<file path="src/rtl/tiles_pkg.sv">
// Shared types and constants for the falling-tiles playfield logic.
package tiles_pkg;
    typedef enum logic [1:0] {
        IDLE = 2'd0,
        PLAY = 2'd1,
        LOST = 2'd2
    } tile_state_t;

    localparam int PATTERN_W = 16;
    localparam int VALID_BIT = 15;
endpackage

</file>
<file path="src/rtl/tile_row_decode.sv">
// Combinational decode of a generator pattern into a one-hot (or empty) new row.
module tile_row_decode
    import tiles_pkg::*;
#(
    parameter int LANES = 4
) (
    input  logic [PATTERN_W-1:0] pattern,
    output logic [LANES-1:0]     row
);
    localparam int LW = (LANES > 1) ? $clog2(LANES) : 1;

    logic [LW-1:0] lane_sel;
    logic          unused_bits;

    assign lane_sel    = pattern[LW-1:0];
    assign unused_bits = ^pattern[VALID_BIT-1:LW];

    always_comb begin
        row = '0;
        for (int l = 0; l < LANES; l++) begin
            row[l] = pattern[VALID_BIT] && (lane_sel == LW'(l));
        end
    end
endmodule

</file>
<file path="src/rtl/tile_field.sv">
// Playfield scroller, key checker and saturating scorer for the falling-tiles game.
module tile_field
    import tiles_pkg::*;
#(
    parameter int ROWS    = 8,
    parameter int LANES   = 4,
    parameter int SCORE_W = 10
) (
    input  logic                  clock,
    input  logic                  reset,
    input  logic                  step,
    input  logic [PATTERN_W-1:0]  pattern,
    input  logic [LANES-1:0]      key,
    input  logic                  start,
    output logic [ROWS*LANES-1:0] field,
    output logic [SCORE_W-1:0]    score,
    output logic                  lost,
    output logic                  playing
);
    localparam int FW = ROWS * LANES;

    tile_state_t        state_q, state_d;
    logic [FW-1:0]      field_q, field_d;
    logic [SCORE_W-1:0] score_q, score_d;

    logic [LANES-1:0] new_row;
    logic [LANES-1:0] bottom, hit, miss, bottom_clr;

    function automatic logic [SCORE_W:0] popcount(input logic [LANES-1:0] v);
        logic [SCORE_W:0] cnt;
        cnt = '0;
        for (int i = 0; i < LANES; i++) begin
            cnt = cnt + {{SCORE_W{1'b0}}, v[i]};
        end
        return cnt;
    endfunction

    // The sum never reaches 2^(SCORE_W+1), so the carry bit alone flags overflow.
    function automatic logic [SCORE_W-1:0] sat_add(input logic [SCORE_W-1:0] a,
                                                   input logic [SCORE_W:0]   inc);
        logic [SCORE_W:0] s;
        s = {1'b0, a} + inc;
        return s[SCORE_W] ? {SCORE_W{1'b1}} : s[SCORE_W-1:0];
    endfunction

    tile_row_decode #(.LANES(LANES)) u_decode (
        .pattern (pattern),
        .row     (new_row)
    );

    assign bottom     = field_q[(ROWS-1)*LANES +: LANES];
    assign hit        = key & bottom;
    assign miss       = key & ~bottom;
    assign bottom_clr = bottom & ~hit;

    always_comb begin
        state_d = state_q;
        field_d = field_q;
        score_d = score_q;
        case (state_q)
            IDLE: begin
                field_d = '0;
                score_d = '0;
                if (start) state_d = PLAY;
            end
            PLAY: begin
                if (miss != '0) begin
                    state_d = LOST;
                end else begin
                    score_d = sat_add(score_q, popcount(hit));
                    field_d[(ROWS-1)*LANES +: LANES] = bottom_clr;
                    if (step) begin
                        if (bottom_clr != '0) begin
                            state_d = LOST;
                        end else begin
                            field_d = {field_q[FW-LANES-1:0], new_row};
                        end
                    end
                end
            end
            LOST: begin
                if (start) begin
                    state_d = PLAY;
                    field_d = '0;
                    score_d = '0;
                end
            end
            default: begin
                state_d = IDLE;
                field_d = '0;
                score_d = '0;
            end
        endcase
    end

    always_ff @(posedge clock or negedge reset) begin
        if (!reset) begin
            state_q <= IDLE;
            field_q <= '0;
            score_q <= '0;
        end else begin
            state_q <= state_d;
            field_q <= field_d;
            score_q <= score_d;
        end
    end

    assign field   = field_q;
    assign score   = score_q;
    assign lost    = (state_q == LOST);
    assign playing = (state_q == PLAY);
endmodule

</file>
<file path="config.mk">
export PLATFORM = sky130hd
export DESIGN_NAME = tile_field
export DESIGN_NICKNAME = d
export VERILOG_FILES = /design/src/rtl/tiles_pkg.sv /design/src/rtl/tile_row_decode.sv /design/src/rtl/tile_field.sv
export SDC_FILE = /design/constraint.sdc
export NUM_CORES = 1
export LEC_CHECK = 0
export ABC_AREA = 0
export BUFFER_PORTS_ARGS = -buffer_cell sky130_fd_sc_hd__buf_4
export CAP_MARGIN = 25
export CORE_ASPECT_RATIO = 1.4
export CORE_UTILIZATION = 25
export DETAILED_ROUTE_END_ITERATION = 6
export HOLD_SLACK_MARGIN = 0.02
export PLACE_DENSITY = 0.43
export SETUP_SLACK_MARGIN = 0.4
export SLEW_MARGIN = 25
export SYNTH_ARGS = -nofsm -noshare
export SYNTH_HDL_FRONTEND = slang
export SYNTH_HIERARCHICAL = 1
export SYNTH_SLANG_ARGS = --single-unit
export TNS_END_PERCENT = 100
</file>
<file path="constraint.sdc">
create_clock -name clock -period 9 [get_ports clock]
set_clock_uncertainty 0.2 [all_clocks]
set_input_delay 0.45 -clock clock [delete_from_list [all_inputs] [get_ports clock]]
set_output_delay 0.45 -clock clock [all_outputs]
set_load 0.005 [all_outputs]
</file>
==> flow_summary.ini, run 1 <==
[run_status]
status = complete, no violations

[sta]
hold_viol = 0
min_period_over_period = 0.370
relSlewSlack = 0.613
grt_setup_unrepaired = no
maxSlewViolCount = 0
fmax_mhz = 300
finalSetupViolations = 0
period_minus_slack_ps = 3330
worstMarginPinSlew_ps = 581
fin_ws_ps = 5670
setup-tns-final_ps = 0
hold_ws_ps = 203

[placement]
portBuffers = 54
dp_slack_ps = 5530
place.gp.congestion = 0.753
place_area_um2 = 2570
place_hpwl_um = 3670

[cts]
clkTransAtPathRegs_ps = 60
cts_setup_buffers = 0
ctsHoldBuffers = 1
cts.sink_count = 44
clockRootBuffer = clkbuf_16
cts_buffers = 5
clk_path_buf_depth = 2
cts-resized-gates = 0
insertion_delay_ps = 290
cts_tree = yes
htree_num_levels = 2

[logic_synthesis]
synth_top_flop_cell = dfrtp_1
synthSimpleGateAreaFrac = 0.151
synth.avg_cell_area_um2 = 11.0
synthXorXnorAreaFrac = 0
synth_top_family_by_area = compound AO/OA/AOI/OAI gates
synth_edf_count = 0
synth_mux_area_frac = 0.00480
synth_compound_area_frac = 0.236
syn_inst = 189
async_flop_share = 1.00
synthAdderAreaFrac = 0.0348
netlist_area_um2 = 2090
syn_nets = 217
yosysSeqAreaShare = 0.528
synth_cell_type_count = 40
ys_warn_count = 6
ys_seq_elements = 44

[finish]
multiInputGateArea_um2 = 893
seq_area_um2 = 1100
syn_to_final_growth_pct = 31.8
nets = 273
finalInstanceArea_um2 = 2750
nFillCells = 822
drive_above_1_share = 0.289
n_antenna_cell = 0

[global_route]
gr-total-overflow = 0
grt_antenna_before_repair = 0
grt_max_degree = 45
grt_pass1_vias = 1660
grt_pass1_wl_um = 8580
track_usage = 0.129

[drt]
drtAntennaViolNets = 0
vias_per_cell = 4.73
drc = 0
drtIter0Drc = 53
routedWlPerCell_um = 14.8
routed_wl_um = 5160
vias = 1645
firstDrtPassIters = 6

[setup_path]
crit_start = field[28]$_DFFE_PN0P_
worstPathRequired_ps = 8970
critPathKind = register to register
r2r_start = field[28]$_DFFE_PN0P_
worstPathArrival_ps = 3310
cp-end-kind = register
critPathLaunchType = register
crit_path_max_fanout = 7

[floorplanning]
ios = 68
die-area_um2 = 8720
start_util = 0.256
rows = 39
dieWidth_um = 79.2
die_h_um = 110
core_area_um2 = 8150

[power]
vdd_ir_drop_max_uv = 81.9
leakagePower_uw = 0.00137
total_power_uw = 442
p_per_area_nw_per_um2 = 161

[min_path]
hold_path.startpoint = start
hp-class = input port to register

[job]
cap_violations = 0
==> flip-flops by register name (all words and copies together) (netlist names) <==
name	cells
score	10
state_q	2
field	32
==> routing by layer <==
metal	track usage	up-vias	wire length (µm)
met5	0	-	0
met4	0.0429	0	46
met3	0.0354	4	265
met2	0.216	46	2540
met1	0.160	789	2310
li1	-	806	-
==> worst max-delay path, stage by stage (launching register included) <==
cell and delay (ps):
dfrtp_1 410, and2_1 170, fa_1 500, inv_1 50, fa_1 400, inv_1 80, fa_1 210, nand3_1 210
nor3_1 500, nor3_1 190, a31o_1 240, o41ai_1 50
==> kinds of logic (layout without fill, tap and decap cells) <==
| group | count (synthesis) | count (layout) |
|---|---|---|
| adder cells (fa/ha/maj) | 4 | 4 |
| flip-flops | 44 | 44 |
| AO/OA/AOI/OAI | 65 | 65 |
| buffers and inverters | 16 | 73 |
| multiplexers | 1 | 1 |
| AND/OR/NAND/NOR | 59 | 59 |
==> cell type report <==
cell class,count,area share
well taps,102,0.0464
repair buffers,56,0.154
flip-flops and latches,44,0.400
clock buffers,5,0.0455
multi-input cells,129,0.325
inverters,9,0.0123
clock inverters,3,0.0173
==> per-stage QoR <==
stage | cells | util
floorplan | 189 | -
global placement | 339 | 0.315
detailed placement | 339 | 0.315
CTS | 348 | 0.338
global route | 348 | 0.338
finish | 348 | 0.338
==> where the power goes <==
part | internal, µW | switching [µW]
clock | 132 | 77.9
combinational | 9.45 | 23.2
sequential | 199 | 0.830
==> cell usage in the layout, fill, tap and decap left out, types with 5 or more instances in the layout <==
cell and instances:
buf_4 55, dfrtp_1 44, a22o_1 29, nand2_1 20, a21oi_1 11, nor2_1 10, o21ai_0 10, inv_1 7
nor2b_1 5, nand3_1 5, clkbuf_16 5
==> worst paths after layout <==
path	to	slack [ps]	cells past startpoint
worst max-delay path	score[7]$_DFFE_PN0P_	5670	11
worst min-delay path	state_q[0]$_DFFE_PN0P_	200	2
worst max register to register	score[7]$_DFFE_PN0P_	5670	11
worst min register to register	field[30]$_DFFE_PN0P_	310	2
max in group asynchronous	field[30]$_DFFE_PN0P_	7700	2
min in group asynchronous	score[3]$_DFFE_PN0P_	500	2
==> Yosys cell counts (all sizes together), types with 2 or more instances <==
master / instances / share of area
nand2b: 5 / 0.015
nand3: 5 / 0.012
dfrtp: 44 / 0.53
inv: 9 / 0.016
a22o: 29 / 0.12
nor2: 10 / 0.018
nor3: 3 / 0.0072
and2: 2 / 0.0060
buf: 7 / 0.029
a21oi: 11 / 0.026
fa: 3 / 0.029
nand2: 20 / 0.036
and3b: 2 / 0.0084
a22oi: 2 / 0.0072
o21ai: 12 / 0.032
nor2b: 5 / 0.015
No activity file was read; power rests on OpenSTA's default activity.
==> run 2: changes to the inputs <==
clock period = 3.4 ns   (was 9 ns; I/O delays follow)
==> run 2 against run 1 <==
Compared with the run above: global-route usage fell by 0.27 points; wire length rose by 0.41%; non-clock buffer count rose by 4; clock-buffer cell count did not move; sequential power rose to 2.6 times the previous value; total power rose to 2.7 times the previous value; register-to-register slack got worse by 5100 ps; core utilization rose by 0.69 points; combinational power rose to 2.7 times the previous value.
==> flow_summary.ini, run 2 (same netlist as run 1, synthesis figures left out) <==
[power]
intPower_uw = 903
p_per_area_nw_per_um2 = 419
pwr-share-clk = 0.475
p_switching_uw = 273
vdd_ir_drop_max_uv = 230
leakagePower_uw = 0.00139
switching_share = 0.232
total_power_uw = 1180
pwr-share-comb = 0.076
seqPwrFrac = 0.449

[placement]
place_inst = 341
place_hpwl_um = 3580
place.gp.congestion = 0.754
dp_slack_ps = 288
portBuffers = 54

[sta]
maxSlewViolCount = 0
hold_viol = 0
setup-tns-final_ps = 0
period_minus_slack_ps = 2870
grt_setup_unrepaired = no
fmax_mhz = 348
finalSetupViolations = 0
worstMarginPinSlew_ps = 579
relSlewSlack = 0.614
fin_ws_ps = 530
min_period_over_period = 0.844

[cts]
clk_path_buf_depth = 2
cts_buffers = 5
cts.sink_count = 44
cts_tree = yes
clockRootBuffer = clkbuf_16
htree_num_levels = 2
insertion_delay_ps = 280
clkTransAtPathRegs_ps = 60

[setup_path]
r2r_cells = 11
r2r_start = field[28]$_DFFE_PN0P_
rr_endpoint = score[3]$_DFFE_PN0P_
worstPathRequired_ps = 3400
cp-endpoint = score[3]$_DFFE_PN0P_
slowest_delay_ps = 500
rrSetupSlack_ps = 530
crit_start = field[28]$_DFFE_PN0P_
critPathSlowestCell = fa_1
worstPathArrival_ps = 2870
cp-end-kind = register
critPathKind = register to register
critPathLaunchType = register
crit_path_max_fanout = 5
path_cells = and2_1 -> fa_1 -> inv_1 -> fa_2 -> inv_2 -> fa_2 -> nand3_4 -> or3_4 -> nand2_1 -> nand2_1 -> a22oi_1

[global_route]
grtUsageMet1 = 0.163
grt_max_degree = 45
gr-total-overflow = 0
grtUsageMet3 = 0.0337
grtUsageMet2 = 0.205
grt_antenna_before_repair = 0
busiest_layer = met2
grt_pass1_vias = 1616
grt_pass1_wl_um = 8430
track_usage = 0.127

[run_status]
status = complete, no violations

[drt]
vias_per_cell = 4.82
drtIter0Drc = 58
drc = 0
routedWlPerCell_um = 14.7
routed_wl_um = 5180
vias = 1697
drtAntennaViolNets = 0
firstDrtPassIters = 4

[floorplanning]
dieWidth_um = 79.2
start_util = 0.256
core_area_um2 = 8150
die-area_um2 = 8720
die_h_um = 110
rows = 39
ios = 68

[finish]
post-route-util = 0.345
drive_above_1_share = 0.316
stdcell_count = 352
layout_common_cells = 58 x buf_4, 44 x dfrtp_1, 29 x a22o_1
syn_to_final_growth_pct = 34.5
largest_reg_flops = 32
nFillCells = 816
final_common_cell = buf_4
nets = 277
n_antenna_cell = 0

[job]
cap_violations = 0

[min_path]
hp-class = input port to register
-- run 2: changes by cell type in the layout (fill, tap and decap cells not counted), sizes merged --
cell	previous run	this run
buf	55	58
clkinv	2	0
clkinvlp	0	1
inv	9	10
dlygate4sd3	1	2
-- run 2: area by class of cell --
| type | instances | area [µm²] | share of cell area |
|---|---|---|---|
| Multi-Input combinational cell | 129 | 918 | 0.327 |
| Clock buffer | 5 | 125 | 0.0446 |
| Inverter | 9 | 33.8 | 0.0120 |
| Tap cell | 102 | 128 | 0.0455 |
| Timing Repair Buffer | 60 | 455 | 0.162 |
| Clock inverter | 3 | 46.3 | 0.0165 |
| Sequential cell | 44 | 1100 | 0.392 |
-- run 2: how the worst min path moves through the flow --
| stage | endpoint | slack (ps) | cells after the start | start |
|---|---|---|---|---|
| 2_1_floorplan | field[0]$_DFFE_PN0P_ | -330 | 0 | reset |
| 3_3_place_gp | score[3]$_DFFE_PN0P_ | 10 | 1 | reset |
| 3_5_place_dp | score[5]$_DFFE_PN0P_ | 20 | 1 | reset |
| 4_1_cts | state_q[1]$_DFFE_PN0P_ | 20 | 3 | step |
| 5_1_grt | state_q[0]$_DFFE_PN0P_ | 60 | 3 | step |
| 6_report | state_q[1]$_DFFE_PN0P_ | 20 | 3 | step |
-- run 2: power groups by stage --
stage	clock network [µW]	logic [µW]	registers, µW
6_report	559	88.9	528
5_1_grt	598	101	528
4_1_cts	580	92.9	528
3_5_place_dp	0	90.9	538
3_3_place_gp	0	91.0	538
2_1_floorplan	0	61.8	538
-- run 2: stage by stage --
step	instance area [µm²]	hold WS [ps]
floorplan	2090	-326
global placement	2580	12.8
detailed placement	2580	21.2
CTS	2790	24.6
global route	2810	56.3
finish	2810	20.9
-- run 2: worst max-delay path, delay by kind of cell (launching register included) --
family / cells / cell delay (ps)
AND/OR/NAND/NOR: 5 / 760
AO/OA/AOI/OAI: 1 / 180
adder cells (fa/ha/maj): 3 / 1100
flip-flops: 1 / 410
buffers and inverters: 2 / 120
-- run 2: routing by layer --
metal  routed length [µm]  vias up  share of wire
li1                     -      816              -
met1                 2260      828           0.44
met2                 2570       49           0.50
met3                  308        4          0.059
met4                   41        0         0.0079
met5                    0        -              0
-- run 2: repair_timing --
action                                  4_1_cts  5_1_grt
buffers inserted                              0        1
endpoints found under the setup margin        5        7
resized for setup                             4        3
hold buffers                                  2        0
gates cloned                                  0        0
pin swaps                                     0        2
endpoints found under the hold margin        45        0
